[src/rtl/prio_rr_sched.sv]
// prio_rr_sched: one-hot grant of a shared select/compare datapath by priority, round-robin ties,
// and forced revoke after MAX_HOLD cycles. Define PRIO_RR_SCHED_AGING_EN to enable age counters.
module prio_rr_sched #(
  parameter int unsigned NREQ     = 4,
  parameter int unsigned PW       = 3,
  parameter int unsigned MAX_HOLD = 16,
  parameter int unsigned IDW      = 2
) (
  input  logic               i_clk,
  input  logic               i_rst_n,
  input  logic [NREQ-1:0]    i_req,
  input  logic [NREQ*PW-1:0] i_prio,
  output logic [NREQ-1:0]    o_grant,
  output logic [IDW-1:0]     o_grant_id,
  output logic               o_busy,
  output logic               o_timeout
);

  localparam int unsigned HCW = $clog2(MAX_HOLD + 1);
`ifdef PRIO_RR_SCHED_AGING_EN
  localparam int unsigned KW = PW + 1;
`else
  localparam int unsigned KW = PW;
`endif

  if (IDW != $clog2(NREQ)) begin : g_bad_idw
    $error("IDW must equal clog2(NREQ)");
  end
  if (MAX_HOLD < 2) begin : g_bad_hold
    $error("MAX_HOLD must be at least 2");
  end

  typedef enum logic [1:0] {StIdle, StArb, StGrant, StGap} state_e;

  state_e             r_state, w_state_nxt;
  logic [NREQ-1:0]    r_snap_req, w_snap_req_nxt;
  logic [NREQ*PW-1:0] r_snap_prio, w_snap_prio_nxt;
  logic [IDW-1:0]     r_rr_ptr, w_rr_ptr_nxt;
  logic [HCW-1:0]     r_hold_cnt, w_hold_cnt_nxt;
  logic [NREQ-1:0]    r_grant, w_grant_nxt;
  logic [IDW-1:0]     r_grant_id, w_grant_id_nxt;
  logic               r_busy, w_busy_nxt;
  logic               r_timeout, w_timeout_nxt;

  logic [KW-1:0]      w_key [NREQ];
  logic [KW-1:0]      w_max_key;
  logic [IDW-1:0]     w_win_id;
  logic               w_win_live;
  logic               w_owner_req;
  logic               w_hold_max;
  logic               w_req_any;

`ifdef PRIO_RR_SCHED_AGING_EN
  logic [1:0]         r_age [NREQ];
  logic [1:0]         w_age_nxt [NREQ];
`endif

  assign w_req_any   = |i_req;
  assign w_win_live  = i_req[w_win_id];
  assign w_owner_req = i_req[r_grant_id];
  assign w_hold_max  = (r_hold_cnt == HCW'(MAX_HOLD));

  // Arbitration key: a fully aged requester sits above every plain priority code.
  always_comb begin
    for (int unsigned i = 0; i < NREQ; i++) begin
`ifdef PRIO_RR_SCHED_AGING_EN
      w_key[i] = {r_age[i] == 2'd3, r_snap_prio[i*PW +: PW]};
`else
      w_key[i] = r_snap_prio[i*PW +: PW];
`endif
    end
  end

  always_comb begin
    w_max_key = '0;
    for (int unsigned i = 0; i < NREQ; i++) begin
      if (r_snap_req[i] && (w_key[i] > w_max_key)) begin
        w_max_key = w_key[i];
      end
    end
  end

  // First requester holding the max key, scanning upward from the round-robin pointer.
  always_comb begin
    int unsigned    idx;
    logic [IDW-1:0] idx_w;
    logic           found;
    idx      = 0;
    idx_w    = '0;
    found    = 1'b0;
    w_win_id = '0;
    for (int unsigned k = 0; k < NREQ; k++) begin
      idx = 32'(r_rr_ptr) + k;
      if (idx >= NREQ) begin
        idx = idx - NREQ;
      end
      idx_w = IDW'(idx);
      if (!found && r_snap_req[idx_w] && (w_key[idx_w] == w_max_key)) begin
        found    = 1'b1;
        w_win_id = idx_w;
      end
    end
  end

  always_ff @(posedge i_clk or negedge i_rst_n) begin
    if (!i_rst_n) begin
      r_state <= StIdle;
    end else begin
      r_state <= w_state_nxt;
    end
  end

  always_comb begin
    w_state_nxt = r_state;
    case (r_state)
      StIdle:  if (w_req_any) w_state_nxt = StArb;
      StArb:   w_state_nxt = w_win_live ? StGrant : StIdle;
      StGrant: if (!w_owner_req || w_hold_max) w_state_nxt = StGap;
      StGap:   w_state_nxt = w_req_any ? StArb : StIdle;
      default: w_state_nxt = StIdle;
    endcase
  end

  always_comb begin
    w_snap_req_nxt  = r_snap_req;
    w_snap_prio_nxt = r_snap_prio;
    w_rr_ptr_nxt    = r_rr_ptr;
    w_hold_cnt_nxt  = r_hold_cnt;
    w_grant_nxt     = r_grant;
    w_grant_id_nxt  = r_grant_id;
    w_busy_nxt      = r_busy;
    w_timeout_nxt   = 1'b0;
    case (r_state)
      StIdle, StGap: begin
        if (w_req_any) begin
          w_snap_req_nxt  = i_req;
          w_snap_prio_nxt = i_prio;
        end
      end
      StArb: begin
        // A winner that already withdrew gets nothing; the snapshot is simply dropped.
        if (w_win_live) begin
          w_grant_nxt    = NREQ'(1) << w_win_id;
          w_grant_id_nxt = w_win_id;
          w_busy_nxt     = 1'b1;
          w_hold_cnt_nxt = HCW'(1);
          w_rr_ptr_nxt   = (w_win_id == IDW'(NREQ - 1)) ? '0 : w_win_id + 1'b1;
        end
      end
      StGrant: begin
        if (!w_owner_req) begin
          w_grant_nxt = '0;
          w_busy_nxt  = 1'b0;
        end else if (w_hold_max) begin
          w_grant_nxt   = '0;
          w_busy_nxt    = 1'b0;
          w_timeout_nxt = 1'b1;
        end else begin
          w_hold_cnt_nxt = r_hold_cnt + 1'b1;
        end
      end
      default: ;
    endcase
  end

`ifdef PRIO_RR_SCHED_AGING_EN
  always_comb begin
    for (int unsigned i = 0; i < NREQ; i++) begin
      w_age_nxt[i] = r_age[i];
      if (r_state == StArb) begin
        if (!r_snap_req[i] || (IDW'(i) == w_win_id)) begin
          w_age_nxt[i] = 2'd0;
        end else if (r_age[i] != 2'd3) begin
          w_age_nxt[i] = r_age[i] + 2'd1;
        end
      end
    end
  end

  always_ff @(posedge i_clk or negedge i_rst_n) begin
    if (!i_rst_n) begin
      for (int unsigned i = 0; i < NREQ; i++) begin
        r_age[i] <= 2'd0;
      end
    end else begin
      for (int unsigned i = 0; i < NREQ; i++) begin
        r_age[i] <= w_age_nxt[i];
      end
    end
  end
`endif

  always_ff @(posedge i_clk or negedge i_rst_n) begin
    if (!i_rst_n) begin
      r_snap_req  <= '0;
      r_snap_prio <= '0;
      r_rr_ptr    <= '0;
      r_hold_cnt  <= '0;
      r_grant     <= '0;
      r_grant_id  <= '0;
      r_busy      <= 1'b0;
      r_timeout   <= 1'b0;
    end else begin
      r_snap_req  <= w_snap_req_nxt;
      r_snap_prio <= w_snap_prio_nxt;
      r_rr_ptr    <= w_rr_ptr_nxt;
      r_hold_cnt  <= w_hold_cnt_nxt;
      r_grant     <= w_grant_nxt;
      r_grant_id  <= w_grant_id_nxt;
      r_busy      <= w_busy_nxt;
      r_timeout   <= w_timeout_nxt;
    end
  end

  assign o_grant    = r_grant;
  assign o_grant_id = r_grant_id;
  assign o_busy     = r_busy;
  assign o_timeout  = r_timeout;

endmodule

[config.mk]
export PLATFORM = sky130hd
export DESIGN_NAME = prio_rr_sched
export DESIGN_NICKNAME = d
export VERILOG_FILES = /design/src/rtl/prio_rr_sched.sv
export SDC_FILE = /design/constraint.sdc
export NUM_CORES = 1
export LEC_CHECK = 0
export ABC_CLOCK_PERIOD_IN_PS = 6500
export BUFFER_PORTS_ARGS = -buffer_cell sky130_fd_sc_hd__buf_4
export CAP_MARGIN = 15
export CORE_AREA = 2 2 84 86
export DETAILED_ROUTE_END_ITERATION = 10
export DIE_AREA = 0 0 86 88
export SLEW_MARGIN = 20
export SYNTH_ARGS = -nofsm -noshare
export SYNTH_HDL_FRONTEND = slang
export SYNTH_SLANG_ARGS = --single-unit
[constraint.sdc]
create_clock -name i_clk -period 6.5 [get_ports i_clk]
set_input_delay 1.95 -clock i_clk [delete_from_list [all_inputs] [get_ports i_clk]]
set_output_delay 1.95 -clock i_clk [all_outputs]
set_load 0.05 [all_outputs]
## Word-level counts from Yosys, hierarchy flattened

Cells that the tools add are included.

- Word-level logic and storage cells: 141
- Register bits: 33
- Input port bits: 18
- Output and inout bits: 8

- Reduce and logical (&&, ||, !) cells: 25
- Multiplexer cells: 60
- Equal/unequal tests: 15
- Bitwise gates (word level): 4
- Add/subtract/negate cells: 9
- Shift-type cells: 1
- Magnitude comparators: 18

Operator list:

| cell | number |
|---|---|
| 3-bit 2-to-1 mux | 12 |
| 3-bit binary-select mux with 2-bit select | 4 |
| 2-bit 2-to-1 mux | 12 |
| 3-bit greater-or-equal comparator (second input constant) | 7 |
| 2-bit by 3-bit < comparator with 1-bit output (second input constant) | 6 |
| 1-bit 2-to-1 mux | 16 |
| 5-bit 2-to-1 mux | 3 |
| 1-bit binary-select mux with 2-bit select | 6 |
| 3-bit equality test | 4 |
| 4-bit 2-to-1 mux | 3 |
| 2-bit inverter with 3-bit output | 4 |
| 1-bit logical AND | 11 |
| 2-bit != test (second input constant) | 5 |
| 5-bit one-hot mux with 2 select lines | 1 |
| 3-bit > comparator | 3 |
| 2-bit one-hot mux with 4 select lines | 1 |
| 4-bit one-hot mux with 2 select lines | 1 |
| 2-bit by 1-bit subtractor with 2-bit output (second input constant) | 4 |
| 2-bit by 2-bit adder with 3-bit output (second input constant) | 2 |
| 2-bit equality test (second input constant) | 3 |
| 2-bit AND reduction | 3 |
| 5-bit by 1-bit adder with 5-bit output (second input constant) | 1 |
| 5-bit equality test (second input constant) | 1 |
| 1-bit logical NOT | 4 |
| other kinds (15) | 15 |

## Depth between registers and ports, before layout

- Depth in word-level cells: 31
- Depth in mapped cells: 26
- Gate-level depth less buffers: 25

## Least setup slack after synthesis

OpenSTA, ideal clock, no wires.

- Kind: register to register
- Start: register r_snap_req[0]
- End: register r_hold_cnt[2]
- Slack: 910 ps
- Cell stages (with the launch flop): 23
- Arrival: 5472 ps
- Path buffers: 0
- Clock period less this slack: 5590 ps
- Required time: 6382 ps
- Library setup time: 118 ps
- Cells stage by stage: dfrtp_1 > nand2_1 > ha_1 > and3b_1 > o211a_4 > o21a_1 > ha_1 > and3b_4 > o211ai_4 > o211ai_2 > o21ai_0 > ha_1 > o21ai_1 > a31oi_2 > and2_1 > a22o_4 > xnor2_1 > or4_4 > a41o_1 > o31a_1 > a22o_4 > a221o_1 > a21o_1

- Longest elaborated chain between the ends: 30
- Elaborated cells on any way between the ends: 44
- Classes of those cells: order compare (3); eq/ne (5); mux (21); reduce/logical (15)

Ends and longest elaborated chain:

| element | RTL line | source |
|---|---|---|
| start: declaration | 36 | `logic [NREQ-1:0] r_snap_req, w_snap_req_nxt;` |
| start signal: assignment | 204 | `r_snap_req <= w_snap_req_nxt;` |
| 1-bit logical AND | 77 | `if (r_snap_req[i] && (w_key[i] > w_max_key)) begin` |
| 3-bit 2-to-1 mux | 77 |  |
| 3-bit > comparator | 77 |  |
| 1-bit logical AND | 77 |  |
| 3-bit 2-to-1 mux | 77 |  |
| 3-bit > comparator | 77 |  |
| 1-bit logical AND | 77 |  |
| 3-bit 2-to-1 mux | 77 |  |
| [13 not listed] | -- |  |
| 1-bit 2-to-1 mux | 98 | `if (!found && r_snap_req[idx_w] && (w_key[idx_w] == w_max_key)) begin` |
| 1-bit logical NOT | 98 |  |
| 1-bit logical AND (2 in series) | 98 |  |
| 2-bit 2-to-1 mux * | 98 |  |
| 1-bit binary-select mux with 2-bit select * | 59 | `assign w_win_live = i_req[w_win_id];` |
| 1-bit 2-to-1 mux (not written as such) * | 59 |  |
| 2-bit != test (no source line) * | -- |  |
| 4-bit AND reduction (no source line) * | -- |  |
| end signal: assignment | 207 | `r_hold_cnt <= w_hold_cnt_nxt;` |
| end: declaration | 39 | `logic [HCW-1:0] r_hold_cnt, w_hold_cnt_nxt;` |

Mark *: on every way between the ends. The rest lies on a longest branch, timed or not. The select of a mux whose other input is x is not followed.
A chain may end at the register's enable or synchronous reset.

## Worst setup path after layout

- Start: register r_snap_req[0]
- End: register r_rr_ptr[1]

- Longest elaborated chain between the ends: 29
- Elaborated cells on any way between the ends: 46
- Classes of those cells: add/sub (1); order compare (3); eq/ne (5); mux (22); reduce/logical (15)

Ends and longest elaborated chain:

| element | RTL line | source |
|---|---|---|
| 1-bit logical AND | 77 |  |
| 3-bit 2-to-1 mux | 77 |  |
| 3-bit > comparator | 77 |  |
| 1-bit logical AND | 77 |  |
| 3-bit 2-to-1 mux | 77 |  |
| 3-bit > comparator | 77 |  |
| 1-bit logical AND | 77 |  |
| 3-bit 2-to-1 mux | 77 |  |
| [13 not listed] | -- |  |
| 1-bit 2-to-1 mux | 98 |  |
| 1-bit logical NOT | 98 |  |
| 1-bit logical AND (2 in series) | 98 |  |
| 2-bit 2-to-1 mux * | 98 |  |
| net w_win_id[0] | 47 | `logic [IDW-1:0] w_win_id;` |
| 1-bit binary-select mux with 2-bit select | 59 |  |
| 1-bit 2-to-1 mux (not written as such) | 59 |  |
| 2-bit AND reduction (no source line) | -- |  |
| end signal: assignment | 206 | `r_rr_ptr <= w_rr_ptr_nxt;` |
| end: declaration | 38 | `logic [IDW-1:0] r_rr_ptr, w_rr_ptr_nxt;` |

The timed path passes the listed nets; every way through them passes the cells marked *. The select of a mux whose other input is x is not followed.

==> impl_metrics.toml <==
[status]
status = "complete, no violations"

[route]
viasPerCell = 5.62
vias = 2221
ant_nets = 0
dr.first_iter.drc_count = 110
wirelength_mm = 6.20
dr.pass1.iters = 4
drc = 0
wire_per_inst_um = 15.7

[clock_network]
clockBufferDepth = 2
cts.clk_slew.worst_paths_ns = 0.07
cts_root_buf = "clkbuf_8"
post-cts-setup-buffer-count = 0
cts_sinks = 33
tritoncts = "yes"
clock_latency_ns = 0.28
cts_hold_buf = 0
cts_made_buffers = 5
cts_resized = 0
htree_levels = 2

[critical_path]
critPathTopFamily = "compound AO/OA/AOI/OAI gates"
critPathLaunchType = "register"
worstSetupEndpointType = "register"
cp_cell_sequence = "nand2_1 -> ha_1 -> and3b_1 -> o211a_4 -> o21a_1 -> ha_1 -> and3b_4 -> o211ai_4 -> o211ai_2 -> o21ai_0 -> ha_1 -> o21ai_1 -> a31oi_2 -> and2_1 -> a22o_4 -> xnor2_1 -> or4_4 -> a21o_1 -> a22o_2 -> inv_2 -> o31a_1 -> a22o_4 -> nand2b_4 -> mux2_1"
slowest_stage = "or4_4"
reg2reg_from = "r_snap_req[0]"
crit_path_frequent_cell = "ha_1"
cp_data_arrival_time_ns = 6.26
r2r-end = "r_rr_ptr[1]"
worst-path-max-fanout = 17
worst-setup-path-type = "reg2reg"
critical_path_required_ns = 6.66
cp_slowest_stage_delay_ns = 0.57
r2r_setup_slack_ns = 0.40
r2r_cells = 24
crit_buf_inv = 1

[sta]
final-hold-violation-count = 0
setup_violations = 0
clock_skew_ns = 0.00767
maxSlewViolCount = 0
timing.slew.headroom_pct = 35.2
layout_min_cycle_time_ns = 6.10
fin_crit_sh_pct = 93.8
finalSetupTns_ns = 0
max_freq_ghz = 0.164
grt_setup_unrepaired = "no"
worst_pin_slew_ns = 0.972

[grt]
grt_pass1_wl_mm = 10.5
grt_pass1_vias = 2115
gr-usage-all-layers_pct = 17.5
overflow = 0
antenna_found_initial = 0
grt_max_degree = 38

[synthesis]
synth-edff-count = 0
syn_area_per_cell_um2 = 9.37
syn_inst = 295
syn_area_um2 = 2770
synthFlopType = "dfrtp_1"
yosysSeqAreaShare_pct = 29.9
synthesis.nets = 333
ys_seq_elements = 33
yosysWarnings = 0
ys_async_sr_fraction_pct = 100
ys_types = 59

[hold_path]
hold_start = "o_grant[0]"
hold_class = "reg2reg"
hold_path_end = "o_grant[0]"
worstHoldPathCells = 2

[finish]
nets = 353
final_cell_mix = "dfrtp_1, o21ai_0, nand2_1, buf_4, inv_1"
final_common_cell = "dfrtp_1"
area_delta_synth_final_pct = 11.6
drive_above_1_share_pct = 22.5
final_cells = 395
n_antenna_cell = 0

[floorplan]
die-area_um2 = 7570
io_pins = 26
die_y_um = 88
core_um2 = 6640
die_x_um = 86
start_util_pct = 41.6
fp-row-count = 30

[placement]
post-dp-hpwl_mm = 4.65
port_buffers = 25
place_inst = 388
globalplace.congestion = 0.878

[flow_run]
maxCapViolCount = 0
[worst register-to-register path, cell delays in order (launching register included)]
cell and delay [ns]:
dfrtp_1 0.42, nand2_1 0.13, ha_1 0.32, and3b_1 0.22
o211a_4 0.29, o21a_1 0.17, ha_1 0.31, and3b_4 0.21
o211ai_4 0.33, o211ai_2 0.17, o21ai_0 0.12, ha_1 0.28
o21ai_1 0.19, a31oi_2 0.09, and2_1 0.23, a22o_4 0.29
xnor2_1 0.13, or4_4 0.57, a21o_1 0.17, a22o_2 0.29
inv_2 0.12, o31a_1 0.16, a22o_4 0.24, nand2b_4 0.19
mux2_1 0.33
[per-layer routing]
layer  GRT usage, %  up-vias  part of all wire, %
li1               -     1119                    -
met1           24.3     1072                   50
met2           28.3       24                   47
met3           2.92        6                  2.1
met4           4.76        0                  1.0
met5              0        -                    0
[how the worst max path moves through the flow]
stage	slack [ns]	endpoint	startpoint	cells past startpoint
after floorplan	0.91	r_hold_cnt[2]	r_snap_req[0]	22
after detailed placement	0.43	o_grant_id[0]	r_snap_req[0]	24
after global placement	0.55	r_rr_ptr[1]	r_snap_req[0]	24
after global routing	0.05	r_rr_ptr[1]	r_snap_prio[1]	23
final	0.40	r_rr_ptr[1]	r_snap_req[0]	24
after CTS	0.40	r_rr_ptr[1]	r_snap_req[0]	24
[cell type report]
| class | count | area [um^2] |
|---|---|---|
| flip-flops and latches | 33 | 826 |
| inverters | 24 | 90.1 |
| multi-input cells | 226 | 1800 |
| clock buffers | 7 | 86.3 |
| repair buffers | 25 | 188 |
| fillers | 619 | 3560 |
| well taps | 80 | 100 |
[metrics by stage]
| step | util [%] | instance area, um^2 | setup slack (ns) | hold slack (ns) |
|---|---|---|---|---|
| after floorplan | - | 2770 | 0.910 | 0.505 |
| after global placement | 45.1 | 3000 | 0.551 | 0.507 |
| after detailed placement | 45.2 | 3000 | 0.427 | 0.503 |
| after CTS | 46.5 | 3090 | 0.405 | 0.531 |
| after global routing | 46.5 | 3090 | 0.0470 | 0.554 |
| final | 46.5 | 3090 | 0.401 | 0.525 |
[flip-flops by register name, indices dropped and copies added, names as in the netlist, named ones only]
name,cells
o_grant,4
o_grant_id,2
r_snap_req,4
o_timeout,1
r_rr_ptr,2
r_hold_cnt,5
o_busy,1
r_snap_prio,12
r_state,1
[logic make-up after synthesis]
kind of cell | share of synthesized area [%]
fa+ha+maj | 9.05
flops | 29.9
simple gates | 15.5
buf+inv | 5.25
xor+xnor | 3.80
mux | 12.9
compound gates | 23.6
[cell usage after synthesis (5+ instances only)]
cell      number  area (um^2)
xnor2_1       12          105
nor3_1         5         25.0
mux2_2        18          203
mux2i_1       11          110
dfrtp_1       33          826
a21oi_1       10         50.1
clkbuf_1       7         26.3
nand2_1       25         93.8
inv_1         23         86.3
nor2_1        14         52.6
o21ai_0       26          130
ha_1          20          250
nand3_1       13         65.1
Power is not shown: default switching activity piles up to over one toggle a cycle in this logic, so the estimate is an artifact.
